## config.mk

```make
export PLATFORM = sky130hd
export DESIGN_NAME = cpu_clk_ctrl
export DESIGN_NICKNAME = d
export VERILOG_FILES = /design/src/rtl/cpu_clk_pkg.sv /design/src/rtl/clk_phase_counter.sv /design/src/rtl/cpu_clk_ctrl.sv
export SDC_FILE = /design/constraint.sdc
export NUM_CORES = 1
export LEC_CHECK = 0
export CELL_PAD_IN_SITES_DETAIL_PLACEMENT = 1
export CELL_PAD_IN_SITES_GLOBAL_PLACEMENT = 1
export CORE_AREA = 2 2 88 90
export DETAILED_ROUTE_END_ITERATION = 10
export DIE_AREA = 0 0 90 92
export GPL_TIMING_DRIVEN = 1
export PLACE_DENSITY = 0.88
export SLEW_MARGIN = 20
export SYNTH_ARGS = -nofsm -noshare
export SYNTH_HDL_FRONTEND = slang
export SYNTH_HIERARCHICAL = 1
export SYNTH_SLANG_ARGS = --single-unit
export TNS_END_PERCENT = 30
```

## constraint.sdc

```tcl
create_clock -name clk -period 3.93 [get_ports clk]
set_input_delay 1.179 -clock clk [delete_from_list [all_inputs] [get_ports clk]]
set_output_delay 1.179 -clock clk [all_outputs]
set_load 0.02 [all_outputs]
```

## src/rtl/cpu_clk_pkg.sv

```systemverilog
// rtl/cpu_clk_pkg.sv - shared state type and parameter defaults for the core clock-enable controller
package cpu_clk_pkg;

    localparam int DIV_W_DEFAULT   = 8;
    localparam int DEF_DIV_DEFAULT = 4;

    typedef enum logic [1:0] {
        ST_HALT  = 2'd0,
        ST_RUN   = 2'd1,
        ST_STEP  = 2'd2,
        ST_DRAIN = 2'd3
    } state_t;

endpackage

```

## src/rtl/clk_phase_counter.sv

```systemverilog
// rtl/clk_phase_counter.sv - wrapping phase counter with a registered look-ahead terminal flag
module clk_phase_counter #(
    parameter int W = 8
) (
    input  logic         clk,
    input  logic         rst_n,
    input  logic         clear,
    input  logic         advance,
    input  logic [W-1:0] limit,
    output logic         terminal,
    output logic [W-1:0] cnt
);

    logic [W-1:0] cnt_d;

    always_comb begin
        cnt_d = cnt;
        if (clear) begin
            cnt_d = '0;
        end else if (advance) begin
            cnt_d = terminal ? '0 : cnt + 1'b1;
        end
    end

    // limit is the divisor that will be in force next cycle, so terminal
    // rises together with cnt reaching limit-1 instead of one cycle late.
    always_ff @(posedge clk or negedge rst_n) begin
        if (!rst_n) begin
            cnt      <= '0;
            terminal <= 1'b0;
        end else begin
            cnt      <= cnt_d;
            terminal <= !clear && (cnt_d == limit - 1'b1);
        end
    end

endmodule

```

## src/rtl/cpu_clk_ctrl.sv

```systemverilog
// rtl/cpu_clk_ctrl.sv - run/step/drain clock-enable generator with glitch-free divisor reload
module cpu_clk_ctrl
    import cpu_clk_pkg::*;
#(
    parameter int DIV_W   = DIV_W_DEFAULT,
    parameter int DEF_DIV = DEF_DIV_DEFAULT
) (
    input  logic             clk,
    input  logic             rst_n,
    input  logic [DIV_W-1:0] div_val,
    input  logic             div_load,
    input  logic             run_req,
    input  logic             step_req,
    output logic             cpu_en,
    output logic             div_ack,
    output logic             halted,
    output logic [31:0]      en_count
);

    localparam int DEF_EFF = (DEF_DIV < 2) ? 1 : DEF_DIV;

    logic [1:0]       rst_pipe;
    logic             rst_core_n;
    state_t           state;
    state_t           state_n;
    logic [DIV_W-1:0] div_eff;
    logic [DIV_W-1:0] div_eff_n;
    logic [DIV_W-1:0] shadow_val;
    logic             shadow_valid;
    logic [DIV_W-1:0] ld_val;
    logic [DIV_W-1:0] ld_norm;
    logic             ld_valid;
    logic             boundary;
    logic             apply;
    logic             terminal;
    logic [DIV_W-1:0] cnt;

    // Reset asserts immediately but is released only on a clock edge.
    always_ff @(posedge clk or negedge rst_n) begin
        if (!rst_n) begin
            rst_pipe <= 2'b00;
        end else begin
            rst_pipe <= {rst_pipe[0], 1'b1};
        end
    end
    assign rst_core_n = rst_pipe[1];

    always_comb begin
        state_n = state;
        case (state)
            ST_HALT: begin
                if (run_req) begin
                    state_n = ST_RUN;
                end else if (step_req) begin
                    state_n = ST_STEP;
                end
            end
            ST_RUN: begin
                if (!run_req) begin
                    state_n = terminal ? ST_HALT : ST_DRAIN;
                end
            end
            ST_DRAIN: begin
                if (run_req) begin
                    state_n = ST_RUN;
                end else if (terminal) begin
                    state_n = ST_HALT;
                end
            end
            ST_STEP: begin
                if (terminal) begin
                    state_n = ST_HALT;
                end
            end
            default: state_n = ST_HALT;
        endcase
    end

    // A divisor loaded in the boundary cycle itself takes that boundary.
    always_comb begin
        ld_valid  = div_load | shadow_valid;
        ld_val    = div_load ? div_val : shadow_val;
        ld_norm   = (ld_val < DIV_W'(2)) ? DIV_W'(1) : ld_val;
        boundary  = (state != ST_HALT) && (cnt == div_eff - 1'b1);
        apply     = ld_valid && ((state == ST_HALT) || boundary);
        div_eff_n = apply ? ld_norm : div_eff;
    end

    clk_phase_counter #(
        .W(DIV_W)
    ) u_phase (
        .clk      (clk),
        .rst_n    (rst_core_n),
        .clear    (state_n == ST_HALT),
        .advance  (state != ST_HALT),
        .limit    (div_eff_n),
        .terminal (terminal),
        .cnt      (cnt)
    );

    assign cpu_en = terminal;

    always_ff @(posedge clk or negedge rst_core_n) begin
        if (!rst_core_n) begin
            state        <= ST_HALT;
            halted       <= 1'b1;
            div_eff      <= DIV_W'(DEF_EFF);
            shadow_val   <= '0;
            shadow_valid <= 1'b0;
            div_ack      <= 1'b0;
            en_count     <= '0;
        end else begin
            state        <= state_n;
            halted       <= (state_n == ST_HALT);
            div_eff      <= div_eff_n;
            shadow_val   <= ld_val;
            shadow_valid <= ld_valid && !apply;
            div_ack      <= apply;
            en_count     <= en_count + 32'(terminal);
        end
    end

endmodule

```

Word-level counts from Yosys, hierarchy flattened:

Cells that the tools add are included.

* bits in registers: 64
* word-level logic and storage cells: 44

* add/sub/neg operators: 4
* magnitude comparators: 1
* equal/unequal tests: 5
* muxes and demuxes: 13
* bitwise operators: 1
* reduce and logical (&&, ||, !) cells: 10

Operator list (number)
* two-way mux 8 bit: 6
* adder 32 x 1 -> 32 bit: 1
* equality test 8 bit: 2
* subtractor 8 x 1 -> 8 bit, second input constant: 2
* two-way mux 2 bit: 6
* adder 8 x 1 -> 8 bit, second input constant: 1
* less-than comparator 8 x 2 -> 1 bit, second input constant: 1
* one-hot mux 2 bit (4 select lines): 1
* equality test 2 bit, second input constant: 2
* logical AND 1 bit: 4
* logical NOT 2 bit: 2
* equality test 2 x 1 -> 1 bit, second input constant: 1
* logical NOT 1 bit: 2
* nonzero test 2 bit: 1
* logical OR 1 bit: 1
* bitwise OR 1 bit: 1

Longest topological paths before layout:

* word-level depth: 9
* gate-level depth with buffers: 16
* mapped depth without buffers: 16

Hierarchy:

Netlist, hierarchy kept.

By module, submodules not included
* cpu_clk_ctrl: instances 1, cells each 214, area each 2539.9 µm², seq. area each 1378.8 µm²
* clk_phase_counter: instances 1, cells each 82, area each 732.0 µm², seq. area each 225.2 µm²

Worst setup path before layout:

No wires, ideal clock.

* kind: reg-to-reg
* start: register div_eff[1]
* end: register u_phase.terminal
* library setup time: 0.107 ns
* arrival time: 3.659 ns
* path slack: 0.164 ns
* stages on the path, launching flop included: 13
* buffers on the path: 0
* period minus slack after synthesis: 3.766 ns
* cell sequence: dfrtp_1 > or4_4 > a2111oi_2 > nor2_1 > a2111oi_4 > o22ai_4 > mux2_4 > or4_1 > nor2_1 > xnor2_1 > xnor2_1 > nand3b_1 > a2111oi_4

* word-level cells in the longest chain between the ends: 9

Ends and longest elaborated chain
* start: declaration: line cpu_clk_ctrl.sv:26 `logic [DIV_W-1:0] div_eff;`
* start signal: assignment: line cpu_clk_ctrl.sv:107 `div_eff <= DIV_W'(DEF_EFF);`
* start signal: assignment: line cpu_clk_ctrl.sv:115 `div_eff <= div_eff_n;`
* subtractor 8 x 1 -> 8 bit: line cpu_clk_ctrl.sv:84 `boundary = (state != ST_HALT) && (cnt == div_eff - 1'b1);`
* equality test 8 bit: line cpu_clk_ctrl.sv:84
* logical AND 1 bit: line cpu_clk_ctrl.sv:84
* logical OR 1 bit: line cpu_clk_ctrl.sv:85 `apply = ld_valid && ((state == ST_HALT) || boundary);`
* logical AND 1 bit: line cpu_clk_ctrl.sv:85
* two-way mux 8 bit: line cpu_clk_ctrl.sv:86 `div_eff_n = apply ? ld_norm : div_eff;`
* net div_eff_n[2]: line cpu_clk_ctrl.sv:27 `logic [DIV_W-1:0] div_eff_n;`
* subtractor 8 x 1 -> 8 bit: line clk_phase_counter.sv:33 `terminal <= !clear && (cnt_d == limit - 1'b1);`
* equality test 8 bit: line clk_phase_counter.sv:33
* logical AND 1 bit: line clk_phase_counter.sv:33
* end signal: assignment: line clk_phase_counter.sv:33
* end: declaration: line clk_phase_counter.sv:10 `output logic terminal,`

The timed path passes the listed nets, and every way through them passes these cells.

Worst setup path in the final report:

* start: register div_eff[0]
* end: register u_phase.terminal

Same word-level chain as after synthesis.

==> impl_metrics.py <==
metrics = {
    "status": {
        "status": "finished, violations left",
        "violations": "setup timing",
    },
    "sta": {
        "fin_crit_sh_pct": 102,
        "max-slew-margin-rel_pct": 63.4,
        "finalHoldViolCount": 0,
        "setup_viol": 1,
        "tightestPinTransition_ns": 0.549,
        "rsz0062_at_grt": "yes",
        "fin_skew_ns": 0.0160,
        "tns_ns": -0.0723,
        "setup_ws_ns": -0.0723,
        "post-route-min-period_ns": 4.00,
        "clock.fmax_mhz": 250,
        "report.final.slew_viol_count": 0,
    },
    "clock_network": {
        "htreeDepth": 3,
        "clk_latency_ns": 0.35,
        "numCtsBuffers": 9,
        "clk_pin_slew_ns": 0.08,
        "cts_tree": "done",
        "numClockSinks": 64,
        "cts_root_buf": "clkbuf_8",
        "clockBufferDepth": 2,
    },
    "finish": {
        "drive_above_1_share_pct": 23.4,
        "seq_area_mm2": 0.00161,
        "multi_input_area_mm2": 0.00170,
        "diodes": 0,
        "area_delta_synth_final_pct": 33.8,
        "fin_nets": 398,
        "nFillCells": 809,
    },
    "floorplanning": {
        "start_util_pct": 43.9,
        "rows": 32,
        "die_h_um": 92,
        "core_mm2": 0.00745,
        "ioPinCount": 48,
        "die_x_um": 90,
        "die_area_mm2": 0.00828,
    },
    "critical_path": {
        "start_kind": "flip-flop",
        "path_class": "reg2reg",
        "crit_fanout": 5,
        "worstPathArrival_ns": 4.24,
        "cp_data_required_time_ns": 4.17,
        "cp-end-kind": "flip-flop",
    },
    "logic_synthesis": {
        "synth_area_per_cell_um2": 11.1,
        "yosys_warnings": 6,
        "synth_top_area_share_pct": 47.4,
        "synth-seq-cells": 64,
        "synthTopCellsByArea": "dfrtp_1 47%, xnor2_1 11%, xor2_1 4.3%",
        "synth_area_mm2": 0.00327,
        "synth_edf_count": 0,
        "synth_fp_nets": 314,
        "yosys_most_used_dff": "dfrtp_1",
        "synth.most_common_cell": "dfrtp_1",
        "synth_cell_type_count": 49,
        "synth_top_area_cell": "dfrtp_1",
        "synth-async-reset-ratio_pct": 100,
        "seq_area_frac_synth_pct": 49.0,
        "netlist_instances": 296,
        "synth_common_cells": "62 x dfrtp_1, 40 x xnor2_1, 29 x nor2_1",
    },
    "hold_path": {
        "hp-class": "reg2async",
    },
    "grt": {
        "grt_pass1_vias": 2893,
        "grt_first_pass_wirelength_um": 15500,
        "grt_max_degree": 45,
        "grt-ovfl-total": 0,
        "antenna_found_initial": 0,
        "track_usage_pct": 24.1,
    },
    "drt": {
        "drc": 0,
        "dr.pass1.iters": 4,
        "wl_per_cell_um": 20.7,
        "via_per_inst": 5.43,
        "drt_iter0_drc": 74,
        "via_count": 2645,
        "ant_nets": 0,
        "wirelength_um": 10100,
    },
    "place": {
        "port_buffers": 47,
        "hpwl_um": 6410,
        "dp_slack_ns": -0.227,
        "gp_congestion": 0.798,
    },
    "run": {
        "drv_cap": 0,
    },
    "power": {
        "ir_drop_mv": 0.237,
        "leakage_uw": 0.00186,
        "powerDensity_mw_per_mm2": 665,
    },
}
-- metal layers --
layer  wire length (µm)  global-route usage [%]
met3                297                    5.42
met1               4110                    28.3
met2               5350                    42.7
met4                324                    10.0
met5                  0                       0
-- through the flow --
step                hold slack, ns  total power, µW  utilization (%)  instance area, µm²  instances
floorplan                    0.331             1660                -                3270        296
global placement             0.213             1970             53.9                4020        463
detailed placement           0.235             2060             53.9                4020        463
CTS                          0.226             2760             57.6                4290        484
global route                 0.244             3050             58.8                4380        487
finish                       0.208             2910             58.8                4380        487
-- logic make-up after synthesis --
| family | after synthesis | synth area share [%] |
|---|---|---|
| DFF | 64 | 49.0 |
| and+or+nand+nor | 115 | 18.4 |
| other | 1 | 0.115 |
| buffers and inverters | 14 | 1.76 |
| AOI/OAI and AO/OA | 25 | 7.50 |
| adders and majority gates | 5 | 1.91 |
| muxes | 16 | 6.27 |
| xor gates and xnor gates | 56 | 15.0 |
-- layout make-up --
type	instances	area share, %
timing repair buffer	77	16.0
clock buffer	10	2.91
multi-input combinational	218	38.7
inverter	10	0.857
clock inverter	6	1.91
sequential	64	36.7
tap	102	2.91
-- cell usage in the layout (no fill, tap or decap), drive strengths merged, types with 4 or more instances in the layout --
cell type,instances
inv,10
clkbuf,10
dfrtp,62
mux2,15
buf,30
ha,5
nor2,29
nand2,17
nand4,12
nand3,17
nor3,12
xor2,16
clkinv,4
xnor2,40
a21oi,6
clkdlybuf4s50,47
nand2b,4
-- power breakdown --
part / internal, µW / switching (µW) / leakage, µW
Clock: 355 / 268 / 0.000110
Sequential: 773 / 165 / 0.000813
Combinational: 648 / 701 / 0.000941
Total: 1780 / 1130 / 0.00186
-- final timing paths --
kind | startpoint | end | slack, ns | cells after the start
worst max-delay path | div_eff[0] | u_phase/terminal | -0.07 | 15
worst min-delay path | rst_pipe[1] | shadow_valid | 0.21 | 0
worst max register to register | div_eff[0] | u_phase/terminal | -0.07 | 15
worst min register to register | rst_pipe[1] | shadow_valid | 0.21 | 0
max in group asynchronous | rst_pipe[1] | div_eff[1] | 2.79 | 1
min in group clk | rst_pipe[0] | rst_pipe[1] | 0.36 | 0
-- critical path, stage by stage (launching register included) --
cell and delay (ns):
dfrtp_1 0.41, inv_2 0.10, ha_1 0.18, or3b_4 0.41
nor3_4 0.21, xnor2_2 0.11, a2111oi_4 0.41, o22ai_4 0.18
buf_6 0.17, mux2_4 0.30, or4_4 0.45, nor2_4 0.15
xnor2_2 0.17, xnor2_1 0.17, nand3b_1 0.18, a2111oi_4 0.31
-- repair_timing --
item / 4_1_cts / 5_1_grt
endpoints found under the hold margin: 0 / 0
resized for setup: 5 / 15
endpoints found under the setup margin: 1 / 1
pin swaps: 8 / 8
setup buffers: 5 / 3
hold buffers: 0 / 0
-- sequential cells by signal (all words and copies together) (netlist names), 2 cells and up --
register and count:
div_eff 8, en_count 32, rst_pipe 2, shadow_val 8, state 2, u_phase/cnt 8
(Power assumes the default switching activity.)
==> edit 1 (config.mk and constraints unchanged) <==
`DIV_W_DEFAULT`: 8 -> 12.
--- a/src/rtl/cpu_clk_pkg.sv
+++ b/src/rtl/cpu_clk_pkg.sv
@@ -1,7 +1,7 @@
 // rtl/cpu_clk_pkg.sv - shared state type and parameter defaults for the core clock-enable controller
 package cpu_clk_pkg;
 
-    localparam int DIV_W_DEFAULT   = 8;
+    localparam int DIV_W_DEFAULT   = 12;
     localparam int DEF_DIV_DEFAULT = 4;
 
     typedef enum logic [1:0] {
Interface: changed (resized div_val); port bits go from 48 to 52. No check against the original RTL was run, so the function may have changed too.
==> edit 1 against the unedited design <==
- the flow now stops in detailed placement (3_5_place_dp)
- area after synthesis increased by 34%
==> edit 1: results (changes against the unedited design) <==
Syn Area/Cell=9.76 um2 (-12%); Yosys cell types=59 (+20%); Post-synth top cells=dfrtp_1, xnor2_1, nor2_1; top cells by area, synth=dfrtp_1, xnor2_1, xor2_1; Exit stage=detailed placement (3_5_place_dp); RePlAce Congestion=0.873 (+9.4%); PortBufs=51 (+8.5%); syn_nets=471 (+50%); Yosys reg bits=76 (+19%); Final HPWL DP=12,900 um (+100%); Synth Warn #=6 (unchanged); fraction of registers with async set or reset after synthesis=1.00 (unchanged); status=aborted with a tool error; sequential share of the synthesized area=0.434 (-0.0558); Error=[ERROR DPL-0033] detailed placement checks failed during check placement.
edit 1: cell count changes after synthesis, moves of 7 or more:
cell / before / now
mux2_4: 7 / 0
nand3_1: 17 / 29
clkbuf_1: 2 / 16
xor2_1: 16 / 24
o21ai_0: 3 / 29
dfrtp_1: 62 / 74
or4_1: 1 / 16
a222oi_1: 0 / 11
nor2b_1: 1 / 9
edit 1: stage by stage:
stage | hold slack, ns | setup TNS [ns] | setup WS (ns)
floorplan | 0.331 | 0 | 0.00590
global placement | 0.337 | -0.492 | -0.492
edit 1: logic make-up after synthesis:
family	count (synthesis)	synth area share
AOI/OAI and AO/OA	77	0.119
muxes	13	0.0334
adders and majority gates	5	0.0143
DFF	76	0.434
other	1	0.000856
buffers and inverters	33	0.0343
xor gates and xnor gates	70	0.140
and+or+nand+nor	174	0.224
==> edit 2 (same flow settings) <==
Without the edit above. Add an input register stage for `div_val`, with the module's reset; this delays it by one clock. The other inputs are not delayed to match.
--- a/src/rtl/cpu_clk_ctrl.sv
+++ b/src/rtl/cpu_clk_ctrl.sv
@@ -18,6 +18,16 @@
 );
 
     localparam int DEF_EFF = (DEF_DIV < 2) ? 1 : DEF_DIV;
+
+    logic [DIV_W-1:0] div_val_q;
+
+    always_ff @(posedge clk or negedge rst_n) begin
+        if (!rst_n) begin
+            div_val_q <= '0;
+        end else begin
+            div_val_q <= div_val;
+        end
+    end
 
     logic [1:0]       rst_pipe;
     logic             rst_core_n;
@@ -79,7 +89,7 @@
     // A divisor loaded in the boundary cycle itself takes that boundary.
     always_comb begin
         ld_valid  = div_load | shadow_valid;
-        ld_val    = div_load ? div_val : shadow_val;
+        ld_val    = div_load ? div_val_q : shadow_val;
         ld_norm   = (ld_val < DIV_W'(2)) ? DIV_W'(1) : ld_val;
         boundary  = (state != ST_HALT) && (cnt == div_eff - 1'b1);
         apply     = ld_valid && ((state == ST_HALT) || boundary);
Function: changed (Yosys sat finds a counterexample within 4 cycles, from zero or initial values and one cycle with rst_n low).
==> edit 2 against the unedited design <==
- the run still ends with negative setup slack left
- design area grew 4.9%
- area after synthesis up 6.1%
- worst setup slack worse by 0.12 ns
- sequential cell count up 8
- clock skew down 0.0017 ns
- power grew 2.1%
- wire length rose by 2.7%
- cell count increased by 1.6%
- via count rose by 4.3%
- largest cell class is now sequential cells
- highest routed layer unchanged
==> edit 2: results (changes against the unedited design) <==
status=finished, violations left; failing checks=negative setup slack; Worst Tran Pin Value=0.798 ns (+0.249 ns); slowest cell on the critical path=or4_4; Root Driver=clkbuf_8; R2R Path End=u_phase/terminal; RePlAce Congestion=0.841 (+5.3%); maximum clock path buffer count=2 (unchanged); setup TNS=-0.189 ns (-0.117 ns); wire per inst=20.9 um (+1.0%); Synth Warn #=6 (unchanged); Final HPWL DP=6900 um (+7.5%); CTS H-tree depth=3 (unchanged); Hold Path Sink=rst_pipe[1]; top cells by area, synth=dfrtp_1, xnor2_1, xor2_1; Pre-Repair DR Iteration Count=4 (unchanged); max reg flops=32 (unchanged); worst r2r path cells=13 (-2); hold_ws=0.368 ns (+0.161 ns); drt initial violations=88 (+19%); GR Util All Layers=0.264 (+0.0223); Worst R2R Setup Slack=-0.19 ns (-0.12 ns); initial antenna violation count=0 (unchanged); sequential share of the synthesized area=0.520 (+0.0294); Final Setup Violations=1 (unchanged); Vias=2,760 (+4.3%); Synth Instances=304 (+2.7%); fin nets=406 (+2.0%); placed instance count=470 (+1.5%); CP max FO=7 (+2); top_reg_cell synth=dfrtp_1; setup ws final=-0.189 ns (-0.117 ns); CTS buffer count=9 (unchanged); CP peak stage delay=0.57 ns (+0.12 ns); largest net degree at the start of global routing=63 (+40%); r2r startpoint=div_eff[0]; global-route wire length before repair=16,600 um (+7.4%); Hold Path Stages=0; Post-Layout Cell Count=495 (+1.6%); vias in the first global route=3,092 (+6.9%); leak pwr=1.94 nW (+4.1%); layout cells sized above 1=0.226 (-0.00730); antenna cell count=0 (unchanged); Yosys cell types=49 (unchanged); family with the most delay on the worst path=simple AND/OR/NAND/NOR gates; Fin Clk Skew=0.0142 ns (-0.00174 ns); fill count=784 (-3.1%); Reg with most FFs=en_count; CTS clk-pin slew, worst paths=0.09 ns; clock latency on the worst-skew pair=0.36 ns; PortBufs=47 (unchanged); Post-synth top cells=dfrtp_1, xnor2_1, nor2_1; fraction of registers with async set or reset after synthesis=1.00 (unchanged); Max rail drop VDD=0.000238 V (+0.69%); Hold Crit Class=flop to flop; syn_nets=322 (+2.5%); min-delay src=rst_pipe[0]
## edit 2: power breakdown
| group | switching [mW] | total, mW | internal [mW] |
|---|---|---|---|
| logic | 0.705 | 1.37 | 0.663 |
| clock network | 0.294 | 0.587 | 0.294 |
| registers | 0.162 | 1.02 | 0.855 |
## edit 2: metrics by stage
step / power, mW / utilization / setup slack, ns / area (um2)
floorplan: 1.75 / - / 0.164 / 3470
global placement: 2.05 / 0.565 / -0.0978 / 4210
detailed placement: 2.14 / 0.565 / -0.300 / 4210
CTS: 2.89 / 0.613 / -0.00977 / 4560
global route: 3.12 / 0.617 / -0.300 / 4590
finish: 2.97 / 0.617 / -0.189 / 4590
## edit 2: worst max path at each step
stage / to / cells past startpoint / slack, ns / from
floorplan: u_phase/terminal / 12 / 0.16 / div_eff[1]
global placement: u_phase/terminal / 10 / -0.1 / div_load
detailed placement: u_phase/terminal / 13 / -0.30 / div_load
CTS: u_phase/terminal / 13 / -0.01 / div_eff[0]
global route: u_phase/terminal / 13 / -0.30 / div_eff[0]
finish: u_phase/terminal / 13 / -0.19 / div_eff[0]
## edit 2: timing repair
action                     4_1_cts  5_1_grt
buffers inserted                 7        2
pin swaps                       15        5
resized for setup               23        2
hold endpoints to repair         0        0
setup endpoints to repair        1        1
## edit 2: logic make-up (layout without fill, tap and decap cells)
group	Yosys count	count (layout)	synth area share
mux	16	16	0.0591
compound gates	25	25	0.0706
other cells	1	1	0.00108
fa+ha+maj	5	5	0.0180
buf+inv	14	103	0.0166
xor+xnor	56	56	0.141
flops	72	72	0.520
simple gates	115	115	0.174
## edit 2: area by class of cell
cell class,instances,area [um2],share of cell area
Timing Repair Buffer,77,707,0.154
Multi-Input combinational cell,218,1720,0.375
Clock buffer,11,131,0.0286
Inverter,10,37.5,0.00817
Clock inverter,5,58.8,0.0128
Sequential cell,72,1810,0.393
Tap cell,102,128,0.0278
## edit 2: worst register-to-register path: cells and delay by family (launching register included)
kind            cells  cell delay [ns]
compound gates      4             1.33
xor+xnor            2             0.29
buf+inv             1             0.13
flops               1             0.42
mux                 1             0.35
simple gates        5             1.49
## edit 2: routing by layer
layer / wire [um] / track usage / vias to the layer above
li1: - / - / 1228
met1: 4050 / 0.295 / 1428
met2: 5520 / 0.469 / 80
met3: 456 / 0.0649 / 24
met4: 326 / 0.131 / 0
met5: 0 / 0 / -
